## src/rtl/thermal_fb_writer.sv

```systemverilog
`default_nettype none
// ============================================================================
//  Module      : thermal_fb_writer
//  Description : Maps a 32x24 signed sensor stream to 8-bit intensity and
//                writes each sample as a 5x5 block into one bank of a
//                double-buffered 160x120 framebuffer.
//  Revision    : 1.0  initial release
// ============================================================================
module thermal_fb_writer #(
    parameter int P_SRC_W  = 32,
    parameter int P_SRC_H  = 24,
    parameter int P_SCALE  = 5,
    parameter int P_DATA_W = 16,
    parameter int P_PIX_W  = 8,
    parameter int P_FB_W   = P_SRC_W * P_SCALE,
    parameter int P_FB_H   = P_SRC_H * P_SCALE,
    parameter int P_ADDR_W = $clog2(P_FB_W * P_FB_H)
) (
    input  logic                i_clk_pixel,
    input  logic                i_rst,
    input  logic                i_valid,
    output logic                o_ready,
    input  logic                i_sof,
    input  logic [P_DATA_W-1:0] i_data,
    input  logic [P_DATA_W-1:0] i_t_min,
    input  logic [3:0]          i_shift,
    output logic                o_we,
    output logic [P_ADDR_W-1:0] o_addr,
    output logic [P_PIX_W-1:0]  o_wdata,
    output logic                o_bank,
    output logic                o_frame_done,
    output logic                o_err_sync
);

    localparam int C_SC_W = (P_SCALE > 1) ? $clog2(P_SCALE) : 1;
    localparam int C_PX_W = (P_SRC_W > 1) ? $clog2(P_SRC_W) : 1;
    localparam int C_PY_W = (P_SRC_H > 1) ? $clog2(P_SRC_H) : 1;

    localparam logic [C_SC_W-1:0]   C_SC_LAST   = C_SC_W'(P_SCALE - 1);
    localparam logic [C_PX_W-1:0]   C_PX_LAST   = C_PX_W'(P_SRC_W - 1);
    localparam logic [C_PY_W-1:0]   C_PY_LAST   = C_PY_W'(P_SRC_H - 1);
    localparam logic [P_ADDR_W-1:0] C_ONE       = P_ADDR_W'(1);
    localparam logic [P_ADDR_W-1:0] C_COL_STEP  = P_ADDR_W'(P_SCALE);
    localparam logic [P_ADDR_W-1:0] C_ROW_STEP  = P_ADDR_W'(P_FB_W - P_SCALE + 1);
    localparam logic [P_ADDR_W-1:0] C_LINE_STEP = P_ADDR_W'(P_FB_W * P_SCALE);

    typedef enum logic [0:0] {
        S_IDLE  = 1'b0,
        S_WRITE = 1'b1
    } state_t;

    state_t              state, state_nxt;
    logic                ready_nxt, we_nxt, bank_nxt, done_nxt, err_nxt;
    logic [P_ADDR_W-1:0] addr_nxt;
    logic [P_PIX_W-1:0]  wdata_nxt;
    logic [C_PX_W-1:0]   px, px_nxt;
    logic [C_PY_W-1:0]   py, py_nxt;
    logic [C_SC_W-1:0]   dx, dx_nxt, dy, dy_nxt;
    // Address of the current block's top-left pixel and of its source line.
    logic [P_ADDR_W-1:0] blk_base, blk_base_nxt;
    logic [P_ADDR_W-1:0] line_base, line_base_nxt;

    logic [P_DATA_W:0]   diff;
    logic [P_DATA_W:0]   shifted;
    logic [P_PIX_W-1:0]  mapped;

    // Sign-extended subtraction cannot overflow; a set MSB means below floor.
    always_comb begin
        diff    = {i_data[P_DATA_W-1], i_data} - {i_t_min[P_DATA_W-1], i_t_min};
        shifted = diff >> i_shift;
        if (diff[P_DATA_W]) begin
            mapped = '0;
        end else if (|shifted[P_DATA_W:P_PIX_W]) begin
            mapped = '1;
        end else begin
            mapped = shifted[P_PIX_W-1:0];
        end
    end

    always_comb begin
        state_nxt     = state;
        ready_nxt     = o_ready;
        we_nxt        = o_we;
        addr_nxt      = o_addr;
        wdata_nxt     = o_wdata;
        bank_nxt      = o_bank;
        done_nxt      = 1'b0;
        err_nxt       = 1'b0;
        px_nxt        = px;
        py_nxt        = py;
        dx_nxt        = dx;
        dy_nxt        = dy;
        blk_base_nxt  = blk_base;
        line_base_nxt = line_base;

        case (state)
            S_IDLE: begin
                ready_nxt = 1'b1;
                if (o_ready && i_valid) begin
                    ready_nxt = 1'b0;
                    we_nxt    = 1'b1;
                    wdata_nxt = mapped;
                    dx_nxt    = '0;
                    dy_nxt    = '0;
                    state_nxt = S_WRITE;
                    if (i_sof) begin
                        err_nxt       = (px != '0) || (py != '0);
                        px_nxt        = '0;
                        py_nxt        = '0;
                        blk_base_nxt  = '0;
                        line_base_nxt = '0;
                        addr_nxt      = '0;
                    end else begin
                        addr_nxt = blk_base;
                    end
                end
            end
            S_WRITE: begin
                if (dx != C_SC_LAST) begin
                    dx_nxt   = dx + C_SC_W'(1);
                    addr_nxt = o_addr + C_ONE;
                end else if (dy != C_SC_LAST) begin
                    dx_nxt   = '0;
                    dy_nxt   = dy + C_SC_W'(1);
                    addr_nxt = o_addr + C_ROW_STEP;
                end else begin
                    dx_nxt    = '0;
                    dy_nxt    = '0;
                    we_nxt    = 1'b0;
                    ready_nxt = 1'b1;
                    state_nxt = S_IDLE;
                    if (px != C_PX_LAST) begin
                        px_nxt       = px + C_PX_W'(1);
                        blk_base_nxt = blk_base + C_COL_STEP;
                    end else if (py != C_PY_LAST) begin
                        px_nxt        = '0;
                        py_nxt        = py + C_PY_W'(1);
                        line_base_nxt = line_base + C_LINE_STEP;
                        blk_base_nxt  = line_base + C_LINE_STEP;
                    end else begin
                        // Frame complete: hand the finished bank to the display.
                        px_nxt        = '0;
                        py_nxt        = '0;
                        line_base_nxt = '0;
                        blk_base_nxt  = '0;
                        bank_nxt      = ~o_bank;
                        done_nxt      = 1'b1;
                    end
                end
            end
            default: state_nxt = S_IDLE;
        endcase
    end

    always_ff @(posedge i_clk_pixel) begin
        if (i_rst) begin
            state        <= S_IDLE;
            o_ready      <= 1'b0;
            o_we         <= 1'b0;
            o_addr       <= '0;
            o_wdata      <= '0;
            o_bank       <= 1'b0;
            o_frame_done <= 1'b0;
            o_err_sync   <= 1'b0;
            px           <= '0;
            py           <= '0;
            dx           <= '0;
            dy           <= '0;
            blk_base     <= '0;
            line_base    <= '0;
        end else begin
            state        <= state_nxt;
            o_ready      <= ready_nxt;
            o_we         <= we_nxt;
            o_addr       <= addr_nxt;
            o_wdata      <= wdata_nxt;
            o_bank       <= bank_nxt;
            o_frame_done <= done_nxt;
            o_err_sync   <= err_nxt;
            px           <= px_nxt;
            py           <= py_nxt;
            dx           <= dx_nxt;
            dy           <= dy_nxt;
            blk_base     <= blk_base_nxt;
            line_base    <= line_base_nxt;
        end
    end

endmodule
`default_nettype wire

```

## config.mk

```make
export PLATFORM = sky130hd
export DESIGN_NAME = thermal_fb_writer
export DESIGN_NICKNAME = d
export VERILOG_FILES = /design/src/rtl/thermal_fb_writer.sv
export SDC_FILE = /design/constraint.sdc
export NUM_CORES = 1
export LEC_CHECK = 0
export ABC_AREA = 1
export CAP_MARGIN = 20
export CORE_ASPECT_RATIO = 0.6
export CORE_MARGIN = 5
export CORE_UTILIZATION = 62
export DETAILED_ROUTE_END_ITERATION = 6
export GPL_ROUTABILITY_DRIVEN = 0
export PLACE_DENSITY = 0.86
export SYNTH_ARGS = -nofsm -noshare
export SYNTH_HDL_FRONTEND = slang
export SYNTH_SLANG_ARGS = --single-unit
export TNS_END_PERCENT = 20
```

## constraint.sdc

```tcl
create_clock -name i_clk_pixel -period 3.7 [get_ports i_clk_pixel]
set_input_delay 0.37 -clock i_clk_pixel [delete_from_list [all_inputs] [get_ports i_clk_pixel]]
set_output_delay 0.37 -clock i_clk_pixel [all_outputs]
set_load 0.01 [all_outputs]
```

==> key figures <==
CTS
  • CTS tree: yes
  • CTS max path bufs: 2
  • Root Driver: clkbuf_16
  • Hold_buf cts: 0
  • Post_cts resized: 0
  • TritonCTS buffer count: 9
  • H-tree depth: 3
  • Clock Sink Count: 75
  • Clk Latency, worst-skew pair: 0.34 ns
  • Setup Fix Bufs, Post-CTS: 0
  • CTS clk-pin slew, worst paths: 0.06 ns

Routing
  • Router iterations before antenna repair: 5
  • Final wirelength: 16,700 um
  • DR DRC count: 0
  • Post-route ant nets: 0
  • Vias per inst: 5.68
  • DR vias: 6,447
  • Routed WL per cell: 14.7 um
  • DRT iter0 DRCs: 761

Logic synthesis
  • Post-synth cell types: 48
  • Avg Inst Size Synth: 6.15 sq um
  • Syn nets: 1,016
  • Number of flops mapped to enable cells by yosys: 0
  • Synthesized cell area: 0.00581 sq mm
  • Mapped Cells: 945
  • Synth Flop Type: dfxtp_1
  • FFs w/ async S/R, synth: 0%
  • Seq cells post-synth: 75
  • YS warnings: 0
  • Register area share after synthesis: 25.8%
  • Post-synth top area cell: dfxtp_1
  • Post-synth top area share: 25.8%
  • Top cells by area, synth: dfxtp_1 26%, nand2_1 15%, inv_1 9.0%

Layout
  • Layout cell share with drive strength beyond 1: 6.96%
  • Area delta synth->final: 18.0%
  • Nets: 1,073
  • Ant. Diodes: 0
  • Finished Layout Cells: 1,136
  • Fillers: 777
  • Commonest non-fill, non-tap cells in the layout: 237 x nand2_1, 140 x inv_1, 102 x nand3_1, 79 x nor2_1, 75 x dfxtp_1
  • Commonest non-fill, non-tap cell in the layout: nand2_1

Worst hold path
  • Hold Path Class: reg -> reg

Critical path
  • Worst Setup End Kind: flop
  • Critical Path Start Type: input port
  • CP Max Fanout: 8
  • Crit Path Class: in -> reg
  • Critical Path RT: 3.97 ns
  • Crit path DAT: 3.25 ns

Floorplanning
  • Num rows: 27
  • Die H: 85.0 um
  • Die width: 135 um
  • Initial Util: 63.5%
  • # IOs: 68
  • Core Box Area: 0.00916 sq mm
  • Die area: 0.0115 sq mm

Timing
  • Tcrit/Tclk final: 80.5%
  • Final Setup Violations: 0
  • Max-slew headroom: 42.6%
  • Fin Clk Skew: 0.00431 ns
  • Final Slew Violations: 0
  • Fin worst setup slack: 0.721 ns
  • Fin. Hold Viols: 0
  • Tmin final: 2.98 ns
  • Post-Route Setup TNS: 0 ns
  • Worst slew pin tran: 0.856 ns
  • Unrepaired setup endpoints after global routing: no
  • Fmax: 336 MHz

Power
  • Sw frac: 33.9%
  • Combinational power share: 30.1%
  • Leak pwr: 3.00 nW
  • Int Power: 1.67 mW
  • Psw: 0.859 mW
  • VDD IR-drop max: 0.239 mV
  • Reg power frac: 35.5%
  • PD cells: 369 mW/mm^2
  • Clock group share of total power: 34.4%

Place
  • Placed cell count: 1,121
  • Pre-CTS setup slack: 0.412 ns
  • # port buffers: 67
  • Post-DP HPWL: 12,600 um

Global routing
  • Global-route wire length before repair: 27,100 um
  • Largest net degree at the start of global routing: 37
  • Initial antenna violation count: 0
  • Grt ovf: 0
  • Vias in the first global route: 5,538
  • Total GRT Usage: 28.9%

Flow run
  • Max Cap Violations: 0

Outcome
  • Status: completed
[kinds of logic after synthesis]
logic type                 count (synthesis)  share of synthesized area [%]
DFF                                       75                           25.8
buffers and inverters                    177                           11.8
xor gates and xnor gates                  15                           2.26
adders and majority gates                 31                           6.81
and+or+nand+nor                          479                           36.3
muxes                                      1                          0.172
AOI/OAI and AO/OA                        167                           16.8
[Yosys cell counts (6+ instances only)]
cell / n
nand2_1: 237
o22ai_1: 12
a21oi_2: 9
inv_1: 140
a31oi_1: 11
ha_1: 30
xor2_1: 13
nor2_2: 6
inv_2: 9
a21oi_1: 57
clkbuf_1: 17
nand2_2: 15
nand3_1: 102
nor2_1: 79
a221oi_1: 6
nand4_1: 12
o21ai_0: 51
dfxtp_1: 75
[state kept, by name, summed over array words and instances (netlist names), 3 cells and up]
register	count
blk_base	15
line_base	15
o_addr	15
o_wdata	8
px	5
py	5
dx	3
dy	3
[power groups by stage]
stage / sequential (mW) / clock [mW] / combinational (mW)
CTS: 0.897 / 0.879 / 0.741
detailed placement: 0.914 / 0 / 0.735
finish: 0.899 / 0.872 / 0.762
global route: 0.906 / 0.919 / 0.841
global placement: 0.914 / 0 / 0.726
floorplan: 0.921 / 0 / 0.481
[metal layers]
metal / up-vias / GRT usage, % / wire length, um
li1: 3210 / - / -
met1: 2831 / 48.0 / 8300
met2: 392 / 36.3 / 5990
met3: 14 / 7.82 / 2300
met4: 0 / 4.39 / 96
met5: - / 0 / 0
[critical path: stages]
cell,delay (ns)
clkdlybuf4s50_1,0.45
inv_1,0.04
ha_1,0.22
fa_1,0.39
inv_1,0.10
nand2_1,0.07
nand2_1,0.09
nand3_1,0.11
nand2_2,0.10
nand2_1,0.12
nand2_1,0.11
nand2_1,0.07
nand2_2,0.09
nand2_2,0.06
nand2_1,0.09
nand3_1,0.12
nand3_1,0.14
nor2_2,0.05
nand2_2,0.07
nand2_4,0.08
nand3_1,0.11
nand2_1,0.08
a21oi_2,0.13
[layout make-up]
cell class | instances | area (sq um) | area share, %
multi-input cells | 693 | 3620 | 52.8
flip-flops and latches | 75 | 1500 | 21.9
repair buffers | 72 | 708 | 10.3
inverters | 151 | 567 | 8.27
clock buffers | 10 | 239 | 3.49
well taps | 130 | 163 | 2.37
clock inverters | 5 | 53.8 | 0.785
[stage by stage]
step | power [mW] | util (%) | hold WS [ns] | area, sq um
6_report | 2.53 | 74.9 | 0.428 | 6850
5_1_grt | 2.67 | 74.9 | 0.448 | 6850
4_1_cts | 2.52 | 74.9 | 0.427 | 6850
3_5_place_dp | 1.65 | 71.7 | 0.418 | 6560
3_3_place_gp | 1.64 | 71.7 | 0.416 | 6560
2_1_floorplan | 1.40 | - | 0.408 | 5810
[final timing paths]
kind | start | to | slack, ns | cells after the start
worst max-delay path | i_data[0] | o_wdata[4] | 0.72 | 23
worst min-delay path | line_base[3] | line_base[3] | 0.43 | 2
worst max register to register | dx[0] | line_base[13] | 0.96 | 13
worst min register to register | line_base[3] | line_base[3] | 0.43 | 2
Power figures use the tool's default switching activity.
==> variant: new RTL, same flow settings <==
`o_addr` no longer has a reset.
--- a/src/rtl/thermal_fb_writer.sv
+++ b/src/rtl/thermal_fb_writer.sv
@@ -157,7 +157,6 @@
             state        <= S_IDLE;
             o_ready      <= 1'b0;
             o_we         <= 1'b0;
-            o_addr       <= '0;
             o_wdata      <= '0;
             o_bank       <= 1'b0;
             o_frame_done <= 1'b0;
@@ -172,7 +171,6 @@
             state        <= state_nxt;
             o_ready      <= ready_nxt;
             o_we         <= we_nxt;
-            o_addr       <= addr_nxt;
             o_wdata      <= wdata_nxt;
             o_bank       <= bank_nxt;
             o_frame_done <= done_nxt;
@@ -186,6 +184,10 @@
         end
     end
 
+    always_ff @(posedge i_clk_pixel) begin
+        o_addr <= addr_nxt;
+    end
+
 endmodule
 `default_nettype wire
 
Function: differs if i_rst is asserted again (counterexample within 4 cycles, from zero or initial values and one cycle with i_rst high); with i_rst held inactive, the same outputs for 10 cycles.
==> variant against the original RTL <==
- hold slack better by 0.012 ns
- clock power shrank 7.3%
- sequential power is 9.0% higher
- wire length shrank 2.0%
- power is 3.7% higher
- maximum frequency fell by 1.4%
- setup slack got worse by 0.042 ns
- sequential share of layout area increased by 2.1 points
- area after synthesis grew 0.34%
- sequential cell count is the same
- cell area grew 0.47%
- highest routed layer unchanged
==> variant: results (changes against the original RTL) <==
| Metric | Value |
|---|---|
| Status | `finished clean` |
| Number of global-route vias before repair | `5407 (-2.4%)` |
| First-pass GRT wire length | `26770 um (-1.1%)` |
| Commonest cells post-synth | `nand2_1 (240), inv_1 (147), nand3_1 (100)` |
| Met2 wire length | `5747 um (-4.0%)` |
| Slowest Stage Delay on Critical Path | `0.47 ns (+0.02 ns)` |
| R2R depth | `12 (-1)` |
| Met1 Use GR | `46.02% (-2.0 points)` |
| Multi-input comb cells | `666 (-3.9%)` |
| Min Hold Slack | `0.4402 ns (+0.01186 ns)` |
| Clock buffers | `14 (+4)` |
| Non-Clock Buffer Count | `74 (+2.8%)` |
| Pre-CTS setup slack | `0.4393 ns (+0.02778 ns)` |
| Hold path endpoint | `line_base[1]` |
| Tcrit/Tclk final | `81.64% (+1.1 points)` |
| Crit path to | `o_wdata[5]` |
| Met1 wire length | `8255 um (-0.49%)` |
| DR WL met3 | `2244 um (-2.4%)` |
| Seq cells | `75 (unchanged)` |
| Largest net degree at the start of global routing | `32 (-14%)` |
| ClkCell Share | `3.979% (-0.29 points)` |
| Clk_skew | `0.002992 ns (-0.001317 ns)` |
| Worst reg2reg setup slack | `1.21 ns (+0.25 ns)` |
| Multi-input logic area | `0.003505 sq mm (-3.2%)` |
| Switching Fraction | `34.32% (+0.42 points)` |
| Global Route Usage Sum | `28.99% (+0.10 points)` |
| Met3 Use GR | `11.91% (+4.1 points)` |
| Peak supply drop | `0.2746 mV (+15%)` |
| P_clk | `808 uW (-7.3%)` |
| Crit path DAT | `3.23 ns (-0.02 ns)` |
| Buffering overhead | `10.50% (+0.17 points)` |
| Post-synth EDFFs | `15 (+15)` |
| Synthesized net count | `986 (-3.0%)` |
| Layout cells sized above 1 | `7.223% (+0.26 points)` |
| Nets | `1049 (-2.2%)` |
| Routing usage on met2 | `35.83% (-0.45 points)` |
| Fillers | `745 (-4.1%)` |
| Slew HR | `51.31% (+8.7 points)` |
| Distinct cells, synth | `45 (-6.3%)` |
| Initial DRC count | `751 (-1.3%)` |
| Detailed Route WL | `16350 um (-2.0%)` |
| Synth area leaders | `dfxtp_1 (21%), nand2_1 (15%), inv_1 (9.5%), nand3_1 (8.6%), edfxtp_1 (7.7%)` |
| Hpwl dp | `12580 um (about the same)` |
| Hold Path Origin | `line_base[1]` |
| Sequential Area | `0.001652 sq mm (+10%)` |
variant: cell types whose count changed after synthesis, moves of 8 or more:
cell | unedited run | this run
a21oi_1 | 57 | 45
a31oi_1 | 11 | 3
dfxtp_1 | 75 | 60
edfxtp_1 | 0 | 15
nor2_1 | 79 | 63
nor3_1 | 5 | 16
variant: metrics by stage:
stage	total power [uW]	std cells	utilization [%]	area [sq um]
floorplan	1511	915	-	5829
global placement	1789	1097	71.96	6613
detailed placement	1807	1097	71.96	6613
CTS	2617	1113	74.95	6887
global route	2777	1113	74.95	6887
finish	2626	1113	74.95	6887
variant: cell families after synthesis:
| group | synth area share (%) |
|---|---|
| adder cells (fa/ha/maj) | 6.783 |
| AND/OR/NAND/NOR | 35.46 |
| AO/OA/AOI/OAI | 15.18 |
| flip-flops | 28.33 |
| XOR/XNOR | 2.705 |
| buffers and inverters | 11.55 |
